$ cat src/rtl/time_set_sequencer_if.sv
// Front-panel bundle between the button/1 Hz sources, the time counters and
// the time-set sequencer.
interface time_set_sequencer_if;
    logic       tick_1hz;
    logic       btn_mode;
    logic       btn_inc;
    logic       btn_confirm;
    logic       btn_cancel;
    logic [4:0] cur_hour;
    logic [5:0] cur_min;
    logic [5:0] cur_sec;
    logic       clock_pause;
    logic       load;
    logic [4:0] load_hour;
    logic [5:0] load_min;
    logic [5:0] load_sec;
    logic [4:0] alarm_hour;
    logic [5:0] alarm_min;
    logic [2:0] edit_field;

    modport master (
        output tick_1hz, btn_mode, btn_inc, btn_confirm, btn_cancel,
               cur_hour, cur_min, cur_sec,
        input  clock_pause, load, load_hour, load_min, load_sec,
               alarm_hour, alarm_min, edit_field
    );

    modport slave (
        input  tick_1hz, btn_mode, btn_inc, btn_confirm, btn_cancel,
               cur_hour, cur_min, cur_sec,
        output clock_pause, load, load_hour, load_min, load_sec,
               alarm_hour, alarm_min, edit_field
    );
endinterface

$ cat src/rtl/time_set_sequencer.sv
// Edit-mode sequencer for clock time and alarm time: pauses the counters while
// clock fields are edited, issues a one-cycle load on confirm, owns the alarm.
module time_set_sequencer #(
    parameter int TIMEOUT_S          = 10,
    parameter int ALARM_HOUR_DEFAULT = 7,
    parameter int ALARM_MIN_DEFAULT  = 0
) (
    input  logic                clk_50m,
    input  logic                cr,
    time_set_sequencer_if.slave bus
);

    // Encoding doubles as the edit_field display code.
    typedef enum logic [2:0] {
        S_IDLE   = 3'd0,
        S_C_HOUR = 3'd1,
        S_C_MIN  = 3'd2,
        S_C_SEC  = 3'd3,
        S_A_HOUR = 3'd4,
        S_A_MIN  = 3'd5
    } state_t;

    localparam logic [7:0] TIMEOUT_L  = 8'(TIMEOUT_S);
    localparam logic [4:0] ALARM_H_RST = 5'(ALARM_HOUR_DEFAULT);
    localparam logic [5:0] ALARM_M_RST = 6'(ALARM_MIN_DEFAULT);

    function automatic logic [4:0] inc_hour(input logic [4:0] v);
        if (v >= 5'd23) inc_hour = 5'd0;
        else            inc_hour = v + 5'd1;
    endfunction

    function automatic logic [5:0] inc_sixty(input logic [5:0] v);
        if (v >= 6'd59) inc_sixty = 6'd0;
        else            inc_sixty = v + 6'd1;
    endfunction

    function automatic logic is_clock_state(input state_t s);
        is_clock_state = (s == S_C_HOUR) || (s == S_C_MIN) || (s == S_C_SEC);
    endfunction

    function automatic state_t advance(input state_t s);
        case (s)
            S_C_HOUR: advance = S_C_MIN;
            S_C_MIN:  advance = S_C_SEC;
            S_C_SEC:  advance = S_A_HOUR;
            S_A_HOUR: advance = S_A_MIN;
            default:  advance = S_IDLE;
        endcase
    endfunction

    state_t     state_r;
    state_t     next_s;
    logic       timeout_hit_s;
    logic [7:0] tmo_r;
    logic [4:0] e_h_r;
    logic [5:0] e_m_r;
    logic [5:0] e_s_r;
    logic [4:0] ea_h_r;
    logic [5:0] ea_m_r;
    logic       load_r;
    logic       pause_r;
    logic [2:0] field_r;
    logic [4:0] load_hour_r;
    logic [5:0] load_min_r;
    logic [5:0] load_sec_r;
    logic [4:0] alarm_hour_r;
    logic [5:0] alarm_min_r;

    // Next-state decode with cancel > confirm > mode > inc priority.
    always_comb begin
        next_s        = state_r;
        timeout_hit_s = ((tmo_r + 8'd1) == TIMEOUT_L);
        case (state_r)
            S_IDLE: begin
                if (bus.btn_mode) next_s = S_C_HOUR;
                else              next_s = S_IDLE;
            end
            S_C_HOUR, S_C_MIN, S_C_SEC, S_A_HOUR, S_A_MIN: begin
                if (bus.btn_cancel || bus.btn_confirm)  next_s = S_IDLE;
                else if (bus.btn_mode)                  next_s = advance(state_r);
                else if (bus.btn_inc)                   next_s = state_r;
                else if (bus.tick_1hz && timeout_hit_s) next_s = S_IDLE;
                else                                    next_s = state_r;
            end
            default: next_s = S_IDLE;
        endcase
    end

    // State, edit/alarm registers, timeout counter and all registered outputs.
    always_ff @(posedge clk_50m or posedge cr) begin
        if (cr) begin
            state_r      <= S_IDLE;
            tmo_r        <= 8'd0;
            e_h_r        <= 5'd0;
            e_m_r        <= 6'd0;
            e_s_r        <= 6'd0;
            ea_h_r       <= 5'd0;
            ea_m_r       <= 6'd0;
            load_r       <= 1'b0;
            pause_r      <= 1'b0;
            field_r      <= 3'd0;
            load_hour_r  <= 5'd0;
            load_min_r   <= 6'd0;
            load_sec_r   <= 6'd0;
            alarm_hour_r <= ALARM_H_RST;
            alarm_min_r  <= ALARM_M_RST;
        end else begin
            state_r <= next_s;
            field_r <= next_s;
            pause_r <= is_clock_state(next_s);
            load_r  <= 1'b0;
            if (state_r == S_IDLE) begin
                tmo_r <= 8'd0;
                if (bus.btn_mode) begin
                    e_h_r <= bus.cur_hour;
                    e_m_r <= bus.cur_min;
                    e_s_r <= bus.cur_sec;
                end else begin
                    e_h_r <= e_h_r;
                end
            end else if (bus.btn_cancel) begin
                tmo_r <= 8'd0;
            end else if (bus.btn_confirm) begin
                tmo_r <= 8'd0;
                if (is_clock_state(state_r)) begin
                    load_r      <= 1'b1;
                    load_hour_r <= e_h_r;
                    load_min_r  <= e_m_r;
                    load_sec_r  <= e_s_r;
                end else begin
                    alarm_hour_r <= ea_h_r;
                    alarm_min_r  <= ea_m_r;
                end
            end else if (bus.btn_mode) begin
                tmo_r <= 8'd0;
                // Entering alarm editing starts from the committed alarm time.
                if (state_r == S_C_SEC) begin
                    ea_h_r <= alarm_hour_r;
                    ea_m_r <= alarm_min_r;
                end else begin
                    ea_h_r <= ea_h_r;
                end
            end else if (bus.btn_inc) begin
                tmo_r <= 8'd0;
                case (state_r)
                    S_C_HOUR: e_h_r  <= inc_hour(e_h_r);
                    S_C_MIN:  e_m_r  <= inc_sixty(e_m_r);
                    S_C_SEC:  e_s_r  <= inc_sixty(e_s_r);
                    S_A_HOUR: ea_h_r <= inc_hour(ea_h_r);
                    S_A_MIN:  ea_m_r <= inc_sixty(ea_m_r);
                    default:  e_h_r  <= e_h_r;
                endcase
            end else if (bus.tick_1hz) begin
                if (timeout_hit_s) tmo_r <= 8'd0;
                else               tmo_r <= tmo_r + 8'd1;
            end else begin
                tmo_r <= tmo_r;
            end
        end
    end

    assign bus.clock_pause = pause_r;
    assign bus.load        = load_r;
    assign bus.load_hour   = load_hour_r;
    assign bus.load_min    = load_min_r;
    assign bus.load_sec    = load_sec_r;
    assign bus.alarm_hour  = alarm_hour_r;
    assign bus.alarm_min   = alarm_min_r;
    assign bus.edit_field  = field_r;

endmodule

$ cat src/flat_wrapper.sv
// flat-port wrapper written by rule: the top's interface ports become plain ports
module time_set_sequencer_flat 
#(
    parameter int TIMEOUT_S          = 10,
    parameter int ALARM_HOUR_DEFAULT = 7,
    parameter int ALARM_MIN_DEFAULT  = 0
)
  (clk_50m, cr, bus_tick_1hz, bus_btn_mode, bus_btn_inc, bus_btn_confirm, bus_btn_cancel, bus_cur_hour, bus_cur_min, bus_cur_sec, bus_clock_pause, bus_load, bus_load_hour, bus_load_min, bus_load_sec, bus_alarm_hour, bus_alarm_min, bus_edit_field);
  time_set_sequencer_if bus_i ();
  input  logic clk_50m;
  input  logic cr;
  input wire logic [$bits(bus_i.tick_1hz)-1:0] bus_tick_1hz;
  input wire logic [$bits(bus_i.btn_mode)-1:0] bus_btn_mode;
  input wire logic [$bits(bus_i.btn_inc)-1:0] bus_btn_inc;
  input wire logic [$bits(bus_i.btn_confirm)-1:0] bus_btn_confirm;
  input wire logic [$bits(bus_i.btn_cancel)-1:0] bus_btn_cancel;
  input wire logic [$bits(bus_i.cur_hour)-1:0] bus_cur_hour;
  input wire logic [$bits(bus_i.cur_min)-1:0] bus_cur_min;
  input wire logic [$bits(bus_i.cur_sec)-1:0] bus_cur_sec;
  output wire logic [$bits(bus_i.clock_pause)-1:0] bus_clock_pause;
  output wire logic [$bits(bus_i.load)-1:0] bus_load;
  output wire logic [$bits(bus_i.load_hour)-1:0] bus_load_hour;
  output wire logic [$bits(bus_i.load_min)-1:0] bus_load_min;
  output wire logic [$bits(bus_i.load_sec)-1:0] bus_load_sec;
  output wire logic [$bits(bus_i.alarm_hour)-1:0] bus_alarm_hour;
  output wire logic [$bits(bus_i.alarm_min)-1:0] bus_alarm_min;
  output wire logic [$bits(bus_i.edit_field)-1:0] bus_edit_field;
  assign bus_i.tick_1hz = bus_tick_1hz;
  assign bus_i.btn_mode = bus_btn_mode;
  assign bus_i.btn_inc = bus_btn_inc;
  assign bus_i.btn_confirm = bus_btn_confirm;
  assign bus_i.btn_cancel = bus_btn_cancel;
  assign bus_i.cur_hour = bus_cur_hour;
  assign bus_i.cur_min = bus_cur_min;
  assign bus_i.cur_sec = bus_cur_sec;
  assign bus_clock_pause = bus_i.clock_pause;
  assign bus_load = bus_i.load;
  assign bus_load_hour = bus_i.load_hour;
  assign bus_load_min = bus_i.load_min;
  assign bus_load_sec = bus_i.load_sec;
  assign bus_alarm_hour = bus_i.alarm_hour;
  assign bus_alarm_min = bus_i.alarm_min;
  assign bus_edit_field = bus_i.edit_field;
  time_set_sequencer #(.TIMEOUT_S(TIMEOUT_S), .ALARM_HOUR_DEFAULT(ALARM_HOUR_DEFAULT), .ALARM_MIN_DEFAULT(ALARM_MIN_DEFAULT)) u_core (.clk_50m(clk_50m), .cr(cr), .bus(bus_i));
endmodule
$ cat config.mk
export PLATFORM = sky130hd
export DESIGN_NAME = time_set_sequencer_flat
export DESIGN_NICKNAME = d
export VERILOG_FILES = /design/src/rtl/time_set_sequencer_if.sv /design/src/rtl/time_set_sequencer.sv /design/src/flat_wrapper.sv
export SDC_FILE = /design/constraint.sdc
export NUM_CORES = 1
export LEC_CHECK = 0
export BUFFER_PORTS_ARGS = -buffer_cell sky130_fd_sc_hd__buf_2
export CAP_MARGIN = 30
export CORE_MARGIN = 5
export CORE_UTILIZATION = 45
export CTS_CLUSTER_SIZE = 10
export DETAILED_ROUTE_END_ITERATION = 7
export PLACE_DENSITY = 0.66
export SLEW_MARGIN = 20
export SYNTH_ARGS = -nofsm -noshare
export SYNTH_HDL_FRONTEND = slang
export SYNTH_SLANG_ARGS = --single-unit
$ cat constraint.sdc
create_clock -name clk_50m -period 2.8 [get_ports clk_50m]
set_input_delay 0.56 -clock clk_50m [delete_from_list [all_inputs] [get_ports clk_50m]]
set_output_delay 0.56 -clock clk_50m [all_outputs]
set_load 0.03 [all_outputs]
# After elaboration in Yosys (flattened, before gate mapping)

Index checks and enable logic that the tools add are counted.

Output and inout bits: 33
Bits in registers: 69
Memories kept: 0
Bits in writable memories: 0
Bits in latches: 0
ROM bits: 0

$lt $le $gt $ge: 5
Eq/ne operators: 14
Reductions and logical operators: 23
Add/subtract/negate cells: 6
Div/mod/pow operators: 0
Mux-type cells: 52
Shift-type cells: 0
Multiply operators: 0
Bitwise operators: 4

Operators by type and width:

| kind                  | count |
|---|---|
| $mux W6               | 21 |
| $mux W5               | 13 |
| $mux W8               | 7 |
| $reduce_and A6 Y1     | 5 |
| $add A6 B1 Y6 const B | 3 |
| $ge A6 B6 Y1 const B  | 3 |
| $reduce_bool A4 Y1    | 4 |
| $eq A3 B2 Y1 const B  | 4 |
| $mux W3               | 4 |
| $pmux W3 S4           | 1 |
| $add A5 B1 Y5 const B | 2 |
| $ge A5 B5 Y1 const B  | 2 |
| $add A8 B1 Y8 const B | 1 |
| $eq A8 B4 Y1 const B  | 1 |
| $ne A2 B1 Y1 const B  | 4 |
| $reduce_and A4 Y1     | 2 |
| $eq A3 B1 Y1 const B  | 2 |
| $eq A3 B3 Y1 const B  | 2 |
| $pmux W3 S2           | 1 |
| $reduce_bool A2 Y1    | 3 |
| $reduce_bool A6 Y1    | 1 |
| $logic_or A1 B1 Y1    | 5 |
| $mux W1               | 5 |
| $reduce_or A5 Y1      | 1 |
| other kinds (4)       | 7 |

# Depth between registers and ports, before layout

Depth after elaboration: 11
Depth in mapped cells: 7
Gate-level depth less buffers: 6

# Worst setup path before layout

OpenSTA, ideal clock, no wires.

Kind: register to register
Start point: register u_core.state_r[1]
End point: register u_core.load_hour_r[0] (netlist: u_core.bus.load_hour[0])
Setup time: 125 ps
Cell stages (with the launch flop): 6
Path slack: 826 ps
Buffers on the path: 2
Data arrival time: 1,849 ps
Cells stage by stage: dfrtp_1 -> buf_4 -> nor2_1 -> nor4b_4 -> buf_4 -> mux2_2

Cells in the longest elaborated chain, start to end: 4
Elaborated cells between the ends (all ways): 8
Classes of those cells: 3 x eq/ne; 1 x bitwise; 4 x reduce/logical

Ends and longest elaborated chain:

| what                                                | RTL line                  | source |
|---|---|---|
| start: declaration                                  | time_set_sequencer.sv:51  | `state_t state_r;` |
| start signal: assignment                            | time_set_sequencer.sv:108 | `state_r <= next_s;` |
| $eq A3 B1 Y1 / $eq A3 B2 Y1 (equally long branches) | time_set_sequencer.sv:38  | `is_clock_state = (s == S_C_HOUR) \|\| (s == S_C_MIN) \|\| (s == S_C_SEC);` |
| $logic_or A1 B1 Y1 (2 in a row)                     | time_set_sequencer.sv:38  |  |
| $reduce_and A4 Y1 (no source line) (*)              | --                        |  |
| end signal: assignment                              | time_set_sequencer.sv:127 | `load_hour_r <= e_h_r;` |
| end: declaration                                    | time_set_sequencer.sv:63  | `logic [4:0] load_hour_r;` |

Mark *: on every way between the ends. The rest lies on a longest branch, timed or not.
A chain may end at the register's enable or synchronous reset.

# Worst setup path after layout

Start point: register u_core.state_r[0]
End point: register u_core.e_m_r[5]

Cells in the longest elaborated chain, start to end: 3
Elaborated cells between the ends (all ways): 9
Classes of those cells: 5 x eq/ne; 1 x mux; 3 x reduce/logical

Ends and longest elaborated chain:

| what                                                              | RTL line                                             | source |
|---|---|---|
| $eq A3 B2 Y1 / $logic_not A3 Y1 (equally long branches)           | time_set_sequencer.sv:145, time_set_sequencer.sv:112 |  |
| $reduce_bool A4 Y1 (no source line), or another cell as far along | --                                                   |  |
| $reduce_and A6 Y1 (no source line)                                | --                                                   |  |
| end signal: assignment                                            | time_set_sequencer.sv:116                            | `e_m_r <= bus.cur_min;` |
| end signal: assignment                                            | time_set_sequencer.sv:147                            | `S_C_MIN: e_m_r <= inc_sixty(e_m_r);` |
| end: declaration                                                  | time_set_sequencer.sv:56                             | `logic [5:0] e_m_r;` |

Several ways; a longest one is shown, not always the timed one.

==> metrics.md <==
| Metric | Value |
|---|---|
| Area enclosed by the die boundary | `9783 um2` |
| Worst hold margin | `between 200 and 300 ps` |
| Post-route clock period utilization | `roughly three quarters` |
| Worst IR drop on VDD | `0.3276 mV` |
| Half-perimeter wire length after placement | `5411 um` |
| Initial core utilization | `a little under half` |
| Internal portion of total power | `1.818 mW` |
| Source of the worst register-to-register timing path | `u_core.state_r[0]` |
| Accumulated negative setup slack | `0 ps` |
| CP endpoint kind | `flop` |
| Clock tree from TritonCTS | `built` |
| Cell types occupying the most area after synthesis | `sky130_fd_sc_hd__dfrtp_1 46%, sky130_fd_sc_hd__mux2_2 7.3%, sky130_fd_sc_hd__o21ai_0 4.8%, sky130_fd_sc_hd__a21oi_1 4.6%, sky130_fd_sc_hd__nand2_1 3.0%` |
| Fraction of the mapped netlist area in compound gates | `around 18%` |
| Kind of start point of the critical path | `flop` |
| Arrival time at the worst endpoint | `between 2000 and 2500 ps` |
| Final worst clock skew | `approximately 14 ps` |
| Post-route DRC | `0` |
| First-pass GRT wire length | `13010 um` |
| Cell area after layout | `4100 um2` |
| Largest net degree at the start of global routing | `70` |
| Post-Layout Cell Count | `between 500 and 600` |
| Number of enable-type register cells in the synthesized netlist | `0` |
| Fraction of final layout cells sized beyond drive strength 1 | `about a quarter` |
| RSZ-0062 raised after global routing | `false` |
| Core Rows | `32` |
| Count of hold buffers inserted by post-cts repair | `0` |
| Syn Inst Count | `between 300 and 400` |
| Cell area after placement | `~3900 um2` |
| Synth top area share | `46.43%` |
| Number of resized instances in the post-cts repair step | `0` |
| Max-cap violations | `0` |
| Comb pwr share | `~28%` |
| Final layout net count | `between 400 and 500` |
| Critical Path RT | `approximately 3000 ps` |
| GRT overflow | `0` |
| Fraction of synthesized cell area in xor and xnor cells | `between 1 and 1.5%` |
| Final Max Tran Viols | `0` |
| Final Hold Fails | `0` |
| Final Routed Wirelength | `around 7600 um` |
| Flop pwr share | `a little under half` |
| Share of synthesized area occupied by flip-flops and latches | `a little under 50%` |
| Adder-Cell Fraction of Synth Area | `~2.7%` |
| Combinational family with the most area after synthesis | `compound AO/OA/AOI/OAI gates` |
| Switching power of the nets | `1.064 mW` |
| Cell leakage power | `~1.9 nW` |
| Critical path class | `flop to flop` |
| Detailed-routing iteration count for the pre-antenna-repair pass | `4` |
| Mean instance size in the synthesized netlist | `9.693 um2` |
| Initial DRC count | `112` |
| Count of buffers inserted at the top-level ports | `56` |
| Largest fanout on the critical path | `14` |
| All-layer global routing usage | `between 10% and 20%` |
| Syn. warnings | `0` |
| Post-CTS setup buffers | `0` |
| Status | `finished clean` |
| Signed area change from the synthesized netlist to the final layout | `15.27%` |
| Vertical extent of the die | `~99 um` |
| Top Ports | `57` |
| Time the final worst path needs with I/O delays and setup | `around 2100 ps` |
| Worst Reg2Reg Path Length in Cells | `5` |
| Worst-path clk slew | `about 80 ps` |
| Number of distinct library cells after synthesis | `55` |
| Flops & latches, synth | `69` |
| Top flip-flop cell by instance count after synthesis | `sky130_fd_sc_hd__dfrtp_1` |
| CTS Buf Count | `9` |
| Clock share of power | `around a quarter` |
| Via count of the first global-routing pass | `between 2000 and 3000` |
| Total power of the final layout | `about 2.9 mW` |
| Capture instance of the worst register-to-register path | `u_core.e_m_r[5]` |
| Number of antenna violations at the first check in global routing | `0` |
| Clock root cell | `sky130_fd_sc_hd__clkbuf_8` |
| Placer's final routability congestion estimate | `around 0.84` |
| Total setup violations reported at the end of the flow | `0` |
| Via count of the routed design | `around 2900` |
| Simple-gate portion of the synthesized area | `between 10% and 20%` |
| Number of clock sinks | `about 70` |
| Worst skew pair latency | `340 ps` |
| Switching share of total power | `between 30% and 40%` |
| Filler cell count in the final layout | `about 730` |
| Count of antenna-violating nets left after detailed routing | `0` |
| Width of the die | `slightly below 100 um` |
| Power density relative to cell area | `between 700 and 800 nW/um2` |
| Slew headroom | `about half` |
| Worst slew pin tran | `727.5 ps` |
| Cell count after placement | `between 500 and 600` |
| Antenna Cells | `0` |
| Maximum operating frequency | `between 400 and 500 MHz` |
| Leading area contributor after synthesis | `sky130_fd_sc_hd__dfrtp_1` |
| Vias/cell | `5.524` |
| Worst setup slack after placement | `677.8 ps` |
| R2R setup slack | `~660 ps` |
| Final core occ | `around 53%` |
| Core region area | `between 7000 and 8000 um2` |
| Worst min-delay path category | `input pin to asynchronous set/reset pin` |
| Mux contribution to synthesized area | `under 10%` |
| Detail-routed net length per standard cell | `14.29 um` |
| Synth Cell Area | `3557 um2` |
| Number of buffers on the longest clock path | `2` |
| H-tree depth | `3` |
| Synthesized Nets | `398` |
| Post-route worst setup slack | `656.0 ps` |
| Synth async-reset ratio | `100.0%` |
## sequential cells by signal (all words and copies together) (netlist names)
name	cells
u_core.bus.alarm_hour	5
u_core.bus.alarm_min	6
u_core.bus.clock_pause	1
u_core.bus.load	1
u_core.bus.load_hour	5
u_core.bus.load_min	6
u_core.bus.load_sec	6
u_core.e_h_r	5
u_core.e_m_r	6
u_core.e_s_r	6
u_core.ea_h_r	5
u_core.ea_m_r	6
u_core.state_r	3
u_core.tmo_r	8
## power by group through the flow
stage                     combinational (mW)  sequential (mW)  clock [mW]
after global placement                 0.811             1.37           0
after global routing                   0.897             1.39       0.788
after floorplan                        0.344             1.60           0
final                                  0.816             1.35       0.713
after detailed placement               0.827             1.38           0
after CTS                              0.828             1.36       0.740
## placed cells by master, fill, tap and decap left out, types with 3 or more instances in the layout
cell type / Yosys / routed
sky130_fd_sc_hd__nor4_1: 3 / 3
sky130_fd_sc_hd__nor2b_1: 5 / 5
sky130_fd_sc_hd__nand2b_1: 4 / 4
sky130_fd_sc_hd__a32oi_1: 6 / 6
sky130_fd_sc_hd__clkinvlp_4: 0 / 3
sky130_fd_sc_hd__o22ai_1: 8 / 8
sky130_fd_sc_hd__inv_1: 20 / 19
sky130_fd_sc_hd__and3_1: 5 / 5
sky130_fd_sc_hd__o21ai_0: 34 / 34
sky130_fd_sc_hd__or3_1: 3 / 3
sky130_fd_sc_hd__clkbuf_8: 0 / 9
sky130_fd_sc_hd__buf_4: 2 / 4
sky130_fd_sc_hd__and2_1: 3 / 3
sky130_fd_sc_hd__mux2_2: 23 / 23
sky130_fd_sc_hd__ha_1: 7 / 7
sky130_fd_sc_hd__dfstp_2: 3 / 3
sky130_fd_sc_hd__a22oi_1: 6 / 6
sky130_fd_sc_hd__nand3_1: 14 / 14
sky130_fd_sc_hd__nor2_1: 26 / 26
sky130_fd_sc_hd__xnor2_1: 3 / 3
sky130_fd_sc_hd__nor3_1: 10 / 10
sky130_fd_sc_hd__nor3b_1: 3 / 3
sky130_fd_sc_hd__a21oi_1: 33 / 33
sky130_fd_sc_hd__dfrtp_1: 66 / 66
sky130_fd_sc_hd__nand2_1: 28 / 28
sky130_fd_sc_hd__xor2_1: 3 / 3
sky130_fd_sc_hd__nand4_1: 3 / 3
sky130_fd_sc_hd__buf_2: 2 / 56
## worst max-delay path: stages, from the launching register on
cell	delay [ps]
sky130_fd_sc_hd__dfrtp_1	530
sky130_fd_sc_hd__nor3_2	460
sky130_fd_sc_hd__nor4_1	140
sky130_fd_sc_hd__o21ai_1	590
sky130_fd_sc_hd__o22ai_1	190
sky130_fd_sc_hd__a21oi_1	170
## cell families after synthesis
kind of cell             after synthesis
XOR/XNOR                               6
flip-flops                            69
AND/OR/NAND/NOR                      116
AO/OA/AOI/OAI                        108
buffers and inverters                 37
multiplexers                          23
adder cells (fa/ha/maj)                8
## per-layer routing
metal | vias to the layer above | routed length (um) | share of wire (%) | global-route usage (%)
met1 | 1405 | 3460 | 46 | 21.37
met2 | 65 | 3602 | 48 | 26.19
met4 | 0 | 160 | 2.1 | 6.408
met3 | 14 | 334 | 4.4 | 3.397
li1 | 1438 | - | - | -
met5 | - | 0 | 0 | 0
## how the worst max path moves through the flow
| stage | startpoint | to | slack [ps] | depth (start not counted) |
|---|---|---|---|---|
| CTS | u_core.state_r[0] | u_core.e_m_r[5] | 670 | 5 |
| floorplan | cr | u_core.bus.alarm_hour[3] | 510 | 1 |
| detailed placement | bus_btn_mode | u_core.e_m_r[2] | 680 | 6 |
| global route | u_core.state_r[0] | u_core.e_m_r[5] | 450 | 5 |
| finish | u_core.state_r[0] | u_core.e_m_r[5] | 660 | 5 |
| global placement | bus_btn_mode | u_core.e_m_r[4] | 760 | 6 |
## cell type report
cell class	count	area, um2	area share, %
clock inverters	7	50.05	1.221
inverters	20	75.07	1.831
flip-flops and latches	69	1730	42.20
clock buffers	9	123.9	3.021
multi-input cells	261	1663	40.56
well taps	102	127.6	3.113
repair buffers	61	330.3	8.056
## cell usage after synthesis, types with 4 or more instances
master,count
sky130_fd_sc_hd__dfrtp_1,66
sky130_fd_sc_hd__o21ai_0,34
sky130_fd_sc_hd__a21oi_1,33
sky130_fd_sc_hd__nand2_1,28
sky130_fd_sc_hd__nor2_1,26
sky130_fd_sc_hd__mux2_2,23
sky130_fd_sc_hd__inv_1,20
sky130_fd_sc_hd__nand3_1,14
sky130_fd_sc_hd__clkbuf_1,11
sky130_fd_sc_hd__nor3_1,10
sky130_fd_sc_hd__o22ai_1,8
sky130_fd_sc_hd__ha_1,7
sky130_fd_sc_hd__a22oi_1,6
sky130_fd_sc_hd__a32oi_1,6
sky130_fd_sc_hd__and3_1,5
sky130_fd_sc_hd__nor2b_1,5
sky130_fd_sc_hd__nand2b_1,4
(Power assumes the default switching activity.)
